$ cat src/rtl/dtree_vote_collector.sv
// dtree_vote_collector
//
// Majority-vote smoother behind the pendigits decision-tree classifier.
// Labels are counted per class over a window of WINDOW accepted samples, or
// over a shorter window cut off by flush. An arg-max scan then runs one class
// per cycle, and the winning class is held on a valid/ready output.
//
// Ports:
//   clk          rising-edge clock
//   rst_n        asynchronous active-low reset
//   in_valid     label present on in_class
//   in_class     classifier label (values >= NUM_CLASSES count as invalid)
//   in_ready     collector can accept a label (only while accumulating)
//   flush        single-cycle pulse; vote on a partial window
//   out_valid    result held on out_* ports
//   out_ready    consumer takes the result
//   out_class    majority class, 4'hF when no valid label was counted
//   out_count    votes for out_class
//   out_invalid  labels >= NUM_CLASSES in the window
module dtree_vote_collector #(
  parameter int unsigned WINDOW      = 8,
  parameter int unsigned NUM_CLASSES = 10,
  parameter int unsigned CNT_W       = 4
) (
  input  logic             clk,
  input  logic             rst_n,
  input  logic             in_valid,
  input  logic [3:0]       in_class,
  output logic             in_ready,
  input  logic             flush,
  output logic             out_valid,
  input  logic             out_ready,
  output logic [3:0]       out_class,
  output logic [CNT_W-1:0] out_count,
  output logic [CNT_W-1:0] out_invalid
);

  typedef enum logic [1:0] {StAccum, StScan, StDone} state_e;

  localparam logic [3:0]       LastIdx  = 4'(NUM_CLASSES - 1);
  localparam logic [3:0]       NumCls   = 4'(NUM_CLASSES);
  localparam logic [CNT_W-1:0] WinLimit = CNT_W'(WINDOW);
  localparam logic [3:0]       NoClass  = 4'hF;

  state_e           state_q, state_d;
  logic [CNT_W-1:0] cnt_q [NUM_CLASSES];
  logic [CNT_W-1:0] cnt_d [NUM_CLASSES];
  logic [CNT_W-1:0] inv_cnt_q, inv_cnt_d;
  logic [CNT_W-1:0] win_cnt_q, win_cnt_d;
  logic [3:0]       idx_q, idx_d;
  logic [CNT_W-1:0] best_cnt_q, best_cnt_d;
  logic [3:0]       best_class_q, best_class_d;

  logic             accept;
  logic             label_ok;
  logic [CNT_W-1:0] cur_cnt;

  assign in_ready    = (state_q == StAccum);
  assign accept      = in_valid && in_ready;
  assign label_ok    = (in_class < NumCls);

  // best_* double as the output registers; their reset values are the
  // required idle output values.
  assign out_valid   = (state_q == StDone);
  assign out_class   = best_class_q;
  assign out_count   = best_cnt_q;
  assign out_invalid = inv_cnt_q;

  // Counter selected by the scan index, built as a mux so any NUM_CLASSES works.
  always_comb begin
    cur_cnt = '0;
    for (int i = 0; i < int'(NUM_CLASSES); i++) begin
      if (idx_q == 4'(i)) cur_cnt = cnt_q[i];
    end
  end

  always_comb begin
    state_d      = state_q;
    cnt_d        = cnt_q;
    inv_cnt_d    = inv_cnt_q;
    win_cnt_d    = win_cnt_q;
    idx_d        = idx_q;
    best_cnt_d   = best_cnt_q;
    best_class_d = best_class_q;

    unique case (state_q)
      StAccum: begin
        if (accept) begin
          if (label_ok) begin
            for (int i = 0; i < int'(NUM_CLASSES); i++) begin
              if (in_class == 4'(i)) cnt_d[i] = cnt_q[i] + 1'b1;
            end
          end else begin
            inv_cnt_d = inv_cnt_q + 1'b1;
          end
          win_cnt_d = win_cnt_q + 1'b1;
        end
        // A flush on an empty window with no accept is a no-op.
        if ((accept && (win_cnt_d == WinLimit)) ||
            (flush && ((win_cnt_q != '0) || accept))) begin
          state_d      = StScan;
          idx_d        = '0;
          best_cnt_d   = '0;
          best_class_d = NoClass;
        end
      end
      StScan: begin
        // Strict compare: lowest index wins ties, empty classes never win.
        if (cur_cnt > best_cnt_q) begin
          best_cnt_d   = cur_cnt;
          best_class_d = idx_q;
        end
        idx_d = idx_q + 1'b1;
        if (idx_q == LastIdx) state_d = StDone;
      end
      StDone: begin
        if (out_ready) begin
          for (int i = 0; i < int'(NUM_CLASSES); i++) cnt_d[i] = '0;
          inv_cnt_d    = '0;
          win_cnt_d    = '0;
          best_cnt_d   = '0;
          best_class_d = NoClass;
          state_d      = StAccum;
        end
      end
      default: state_d = StAccum;
    endcase
  end

  always_ff @(posedge clk or negedge rst_n) begin
    if (!rst_n) begin
      state_q      <= StAccum;
      for (int i = 0; i < int'(NUM_CLASSES); i++) cnt_q[i] <= '0;
      inv_cnt_q    <= '0;
      win_cnt_q    <= '0;
      idx_q        <= '0;
      best_cnt_q   <= '0;
      best_class_q <= NoClass;
    end else begin
      state_q      <= state_d;
      cnt_q        <= cnt_d;
      inv_cnt_q    <= inv_cnt_d;
      win_cnt_q    <= win_cnt_d;
      idx_q        <= idx_d;
      best_cnt_q   <= best_cnt_d;
      best_class_q <= best_class_d;
    end
  end

endmodule

$ cat config.mk
export PLATFORM = sky130hd
export DESIGN_NAME = dtree_vote_collector
export DESIGN_NICKNAME = d
export VERILOG_FILES = /design/src/rtl/dtree_vote_collector.sv
export SDC_FILE = /design/constraint.sdc
export NUM_CORES = 1
export LEC_CHECK = 0
export ABC_AREA = 1
export CORE_ASPECT_RATIO = 1.75
export CORE_MARGIN = 5
export CORE_UTILIZATION = 40
export CTS_CLUSTER_SIZE = 12
export DETAILED_ROUTE_END_ITERATION = 12
export PLACE_DENSITY = 0.6
export RECOVER_POWER = 100
export SLEW_MARGIN = 5
export SYNTH_ARGS = -nofsm -noshare
export SYNTH_HDL_FRONTEND = slang
export SYNTH_SLANG_ARGS = --single-unit
$ cat constraint.sdc
create_clock -name clk -period 3.7 [get_ports clk]
set_input_delay 0.74 -clock clk [delete_from_list [all_inputs] [get_ports clk]]
set_output_delay 0.74 -clock clk [all_outputs]
set_load 0.01 [all_outputs]
Yosys cells after proc, flatten, opt, wreduce, memory -nomap -nowiden
Index checks and enable logic that the tools add are counted.
{"block": "totals", "register_bits": 62, "input_bits": 9, "out_inout_bits": 14}
{"block": "classes", "n_addsub": 13, "order_cmp": 2, "n_eq_ne": 38, "mux": 43, "reduce_logical": 27}
{"operator": "two-way mux 4 bit", "n": 30}
{"operator": "two-way mux 40 bit", "n": 3}
{"operator": "case mux 40 bit (2 select lines)", "n": 1}
{"operator": "adder 4 x 1 -> 4 bit (second input constant)", "n": 13}
{"operator": "AND reduction 5 bit", "n": 10}
{"operator": "== test 4 x 3 -> 1 bit (second input constant)", "n": 8}
{"operator": "!= test 2 x 1 -> 1 bit (second input constant)", "n": 14}
{"operator": "case mux 4 bit (2 select lines)", "n": 3}
{"operator": "case mux 4 bit (3 select lines)", "n": 2}
{"operator": "== test 4 bit (second input constant)", "n": 5}
{"operator": "== test 4 x 2 -> 1 bit (second input constant)", "n": 4}
{"operator": "== test 4 x 1 -> 1 bit (second input constant)", "n": 2}
{"operator": "logical NOT 4 bit", "n": 2}
{"operator": "AND reduction 4 bit", "n": 2}
{"operator": "two-way mux 2 bit", "n": 3}
{"operator": "!= test 2 bit (second input constant)", "n": 3}
{"operator": "case mux 2 bit (3 select lines)", "n": 1}
{"operator": "> comparator 4 bit", "n": 1}
{"operator": "less-than comparator 4 bit (second input constant)", "n": 1}
{"operator": "AND reduction 2 bit", "n": 2}
{"operator": "nonzero test 2 bit", "n": 2}
{"operator": "nonzero test 4 bit", "n": 1}
{"operator": "logical AND 1 bit", "n": 3}
{"operator": "AND reduction 3 bit", "n": 1}
{"operator": "5 further kinds", "n": 6}

Depth between registers and ports, before layout
{"block": "depth", "depth_word": 14, "mapped_depth": 22, "ltp_nobuf": 21}

Worst setup path after synthesis
OpenSTA, ideal clock, no wires.
{"block": "synth_timing", "path_kind": "reg-to-reg", "startpoint": "register idx_q[1]", "endpoint": "register best_cnt_q[0], in the netlist out_count[0]", "setup_time_ps": 118, "arrival_time_ps": 2541, "required_ps": 3582, "setup_slack_ps": 1041, "stages_incl_launch_ff": 17, "period_less_slack_ps": 2659, "cell_sequence": "dfrtp_1 > inv_1 > ha_1 > inv_1 > nor3_1 > inv_1 > o21ai_0 > inv_1 > a21boi_0 > ha_1 > nand2_1 > o21ai_0 > nand3_1 > nand2_1 > nand3_2 > nand2_1 > nand2_1"}
{"block": "synth_between", "elab_chain_len": 14, "word_cells_on_any_way": 25}
{"element": "start, declared", "line": "50", "rtl": "logic [3:0] idx_q, idx_d;"}
{"element": "start signal, assigned", "line": "144", "rtl": "idx_q <= idx_d;"}
{"element": "logical NOT 4 bit", "line": "73", "rtl": "if (idx_q == 4'(i)) cur_cnt = cnt_q[i];"}
{"element": "two-way mux 4 bit (9 in a row)", "line": "73"}
{"element": "two-way mux 4 bit (*)", "line": "73"}
{"element": "> comparator 4 bit", "line": "109", "rtl": "if (cur_cnt > best_cnt_q) begin"}
{"element": "!= test 2 bit (no source line)"}
{"element": "AND reduction 4 bit (no source line)"}
{"element": "end signal, assigned", "line": "145", "rtl": "best_cnt_q <= best_cnt_d;"}
{"element": "end, declared", "line": "51", "rtl": "logic [CNT_W-1:0] best_cnt_q, best_cnt_d;"}
Every way passes the cells marked *; elsewhere a longest branch is shown, timed or not. The select of a mux whose other input is x is not followed.
A chain may end at the register's enable or synchronous reset.

Worst setup path after layout
{"block": "layout_timing", "startpoint": "register state_q[0]", "endpoint": "register cnt_q[35] in the netlist's numbering"}
{"block": "layout_between", "elab_chain_len": 4, "word_cells_on_any_way": 10}
{"element": "start, declared", "line": "45", "rtl": "state_e state_q, state_d;"}
{"element": "start signal, assigned", "line": "132", "rtl": "state_q <= StAccum;"}
{"element": "start signal, assigned", "line": "140", "rtl": "state_q <= state_d;"}
{"element": "logical NOT 2 bit", "line": "58, 86"}
{"element": "logical AND 1 bit", "line": "59", "rtl": "assign accept = in_valid && in_ready;"}
{"element": "!= test 2 x 1 -> 1 bit (no source line)"}
{"element": "AND reduction 5 bit (no source line)"}
{"element": "end signal, assigned", "line": "141", "rtl": "cnt_q <= cnt_d;"}
{"element": "end, declared", "line": "46", "rtl": "logic [CNT_W-1:0] cnt_q [NUM_CLASSES];"}
Parallel ways exist; a longest one is shown, timed or not.

==> run_results.csv <==
group,metric,value,unit
placement,portBuffers,22,
power,peakVddDrop,0.328,mV
cells_and_area,regArea,1560,um^2
run_status,status,"finished, final reports clean",
clocking,cts_max_level,3,
cells_and_area,final_area,4420,um^2
placement,place_congestion,0.867,
yosys,synthArstFlopShare,100,%
sta,post-route-min-period,3350,ps
yosys,syn-cell-area,3770,um^2
floorplanning,die_x,83.4,um
sta,hold_violations,0,
global_route,grtUsageTotal,17.0,%
setup_path,r2r-end,"cnt_q[35]",
routing,num_vias,3343,
clocking,cts_buffers,9,
sta,slew-limit-headroom,20.5,%
setup_path,end_kind,"flop",
yosys,ys_seq_elements,62,
setup_path,crit_fanout,21,
clocking,post_cts_buffers,0,
yosys,synth_area_per_cell,7.48,um^2
sta,slew_viol_final,0,
routing,wl_per_cell,13.8,um
yosys,synth_commonest_cells,"112 x nand2_1, 73 x inv_1, 58 x dfrtp_1, 57 x o21ai_0, 50 x nand3_1",
yosys,synth_largest_area_cell,"dfrtp_1",
placement,placed_area,4130,um^2
yosys,ys_warn_count,0,
setup_path,crit_path_max_incr_delay,740,ps
floorplanning,initial_utilization,40.3,%
placement,dp_hpwl,7010,um
yosys,seq_area_frac_synth,41.3,%
yosys,synthTopCellsByArea,"dfrtp_1 38%, nand2_1 11%, o21ai_0 7.6%",
setup_path,reg2reg_slack,350,ps
yosys,syn_nets,534,
setup_path,cp_top_family,"simple AND/OR/NAND/NOR gates",
cells_and_area,areaGrowthSynthToFinish,17.2,%
sta,rsz0062_at_grt,"false",
setup_path,cp.arrival,3610,ps
power,power_density,937,nW/um^2
cells_and_area,final_nets,563,
power,leakage,2.19,nW
min_path,min_path_type,"reg -> reg",
yosys,synth_flop_cell,"dfrtp_1",
setup_path,crit_cells,10,
sta,period_share,90.5,%
yosys,synth-edff-count,0,
setup_path,slowest_stage,"nor2_1",
sta,tightest_slew,1190,ps
setup_path,path_cells,"nor2_1 -> inv_1 -> nor2_1 -> nor2_2 -> clkinv_2 -> nand2_4 -> or2_0 -> nor2_4 -> o21ai_0 -> a21oi_2",
routing,dr.pass1.iters,4,
floorplanning,die_h,138,um
sta,finalSetupViolCount,0,
routing,drt_wl_total,9110,um
setup_path,crit_buf_inv,2,
global_route,grt_pass1_vias,3327,
cells_and_area,fillCellCount,910,
floorplanning,fp.dieArea,11500,um^2
yosys,synth_cells,504,
global_route,grt_pass1_wl,15600,um
yosys,synth_top_area_share,38.5,%
global_route,grt_antenna_before_repair,0,
setup_path,critPathLaunchType,"flop",
routing,via_per_inst,5.07,
setup_path,reg2reg_depth,10,
clocking,tritoncts,"done",
routing,ant_nets,0,
routing,drtIter0Drc,102,
setup_path,path_class,"reg -> reg",
yosys,synthDistinctLibCells,36,
global_route,grt_max_degree,43,
setup_path,cp-endpoint,"cnt_q[35]",
setup_path,crit_required,3970,ps
min_path,hold_start,"out_class[1]",
clocking,clk_latency,340,ps
floorplanning,ioPinCount,23,
setup_path,cp-startpoint,"state_q[0]",
sta,fmax,299,MHz
clocking,path_clk_slew,60,ps
cells_and_area,multi_input_area,1850,um^2
cells_and_area,diodes,0,
global_route,grt_overflow,0,
clocking,cts.sinks,62,
floorplanning,core,9350,um^2
setup_path,reg2reg_from,"state_q[0]",
cells_and_area,drive_above_1_share,6.88,%
setup_path,crit_top_cell,"nor2_1",
routing,drc,0,
floorplanning,rows,47,
sta,setup_tns,0,ps
clocking,clk_path_buf_depth,2,
yosys,synth_most_common_cell,"nand2_1",
sta,clock_skew,6.96,ps
clocking,cts_root_buf,"clkbuf_16",
job,maxCapViolCount,0,
==> per-stage QoR <==
stage	total power (W)	hold WS (ps)	instances	worst slack (ps)	util, %
after global placement	0.00324	450	644	424	44.2
after floorplan	0.00269	428	504	1040	-
after CTS	0.00423	376	660	313	47.6
after detailed placement	0.00330	455	644	331	44.2
after global routing	0.00458	472	660	65.7	47.3
final	0.00414	461	660	352	47.3
==> worst min-delay path, delay by kind of cell (launching register included) <==
kind | cells | cell delay (ps)
flip-flops | 1 | 360
AND/OR/NAND/NOR | 2 | 90
==> routing by layer <==
layer / wire length, um / GRT usage, %
met1: 3620 / 18.7
met2: 4890 / 30.2
met3: 257 / 3.51
met4: 350 / 9.07
met5: 0 / 0
==> layout make-up <==
class | count | area share [%]
inverter | 83 | 7.07
multi-input combinational | 352 | 41.8
clock inverter | 7 | 2.21
timing repair buffer | 25 | 5.21
clock buffer | 9 | 5.09
tap | 122 | 3.45
sequential | 62 | 35.2
==> registers in the layout, summed over array words and instances, names as in the netlist <==
| name | cells |
|---|---|
| cnt_q | 40 |
| win_cnt_q | 4 |
| state_q | 2 |
| out_class | 4 |
| out_count | 4 |
| idx_q | 4 |
| out_invalid | 4 |
==> worst min path at each step <==
stage                   end  slack [ps]  cells after the start
2_1_floorplan     cnt_q[31]         430                      1
5_1_grt        out_class[1]         470                      2
4_1_cts        win_cnt_q[3]         380                      1
3_5_place_dp   out_class[1]         450                      2
3_3_place_gp   out_class[2]         450                      2
6_report       out_class[1]         460                      2
==> cells in the final DEF, fill, tap and decap left out, types with 2 or more instances in the layout <==
master / count
dfrtp_1: 58
xnor2_1: 2
o21a_1: 4
dfstp_2: 4
o31ai_1: 2
nor2_1: 29
or2_2: 3
clkinvlp_4: 2
nor3_1: 9
inv_1: 80
xor2_1: 2
a21boi_0: 2
ha_1: 21
bufinv_16: 2
a21oi_2: 2
clkbuf_1: 2
nand4_1: 11
nor2_4: 2
clkinv_2: 2
o21ai_0: 62
clkbuf_16: 9
or2_0: 5
inv_2: 2
nand3_1: 50
dlygate4sd3_1: 14
a21oi_1: 24
o21ai_1: 2
clkdlybuf4s50_1: 7
nand2_1: 112
==> kinds of logic (layout without fill, tap and decap cells) <==
logic type	count (synthesis)	after routing	share of synthesized area [%]
adders and majority gates	21	21	6.97
xor gates and xnor gates	4	4	0.929
AOI/OAI and AO/OA	100	100	14.2
and+or+nand+nor	227	227	27.5
DFF	62	62	41.3
buffers and inverters	90	124	9.19
==> report_power, final <==
part / total [W] / internal, W / leakage [nW] / switching (W)
Combinational: 0.00193 / 0.000732 / 1.27 / 0.00120
Sequential: 0.00130 / 0.00102 / 0.763 / 0.000279
Clock: 0.000914 / 0.000591 / 0.152 / 0.000323
Total: 0.00414 / 0.00235 / 2.19 / 0.00180
==> timing repair <==
action / in CTS / in global routing
endpoints found under the setup margin: 0 / 8
resized for setup: 0 / 1
hold buffers: 0 / 0
(Power assumes the default switching activity.)
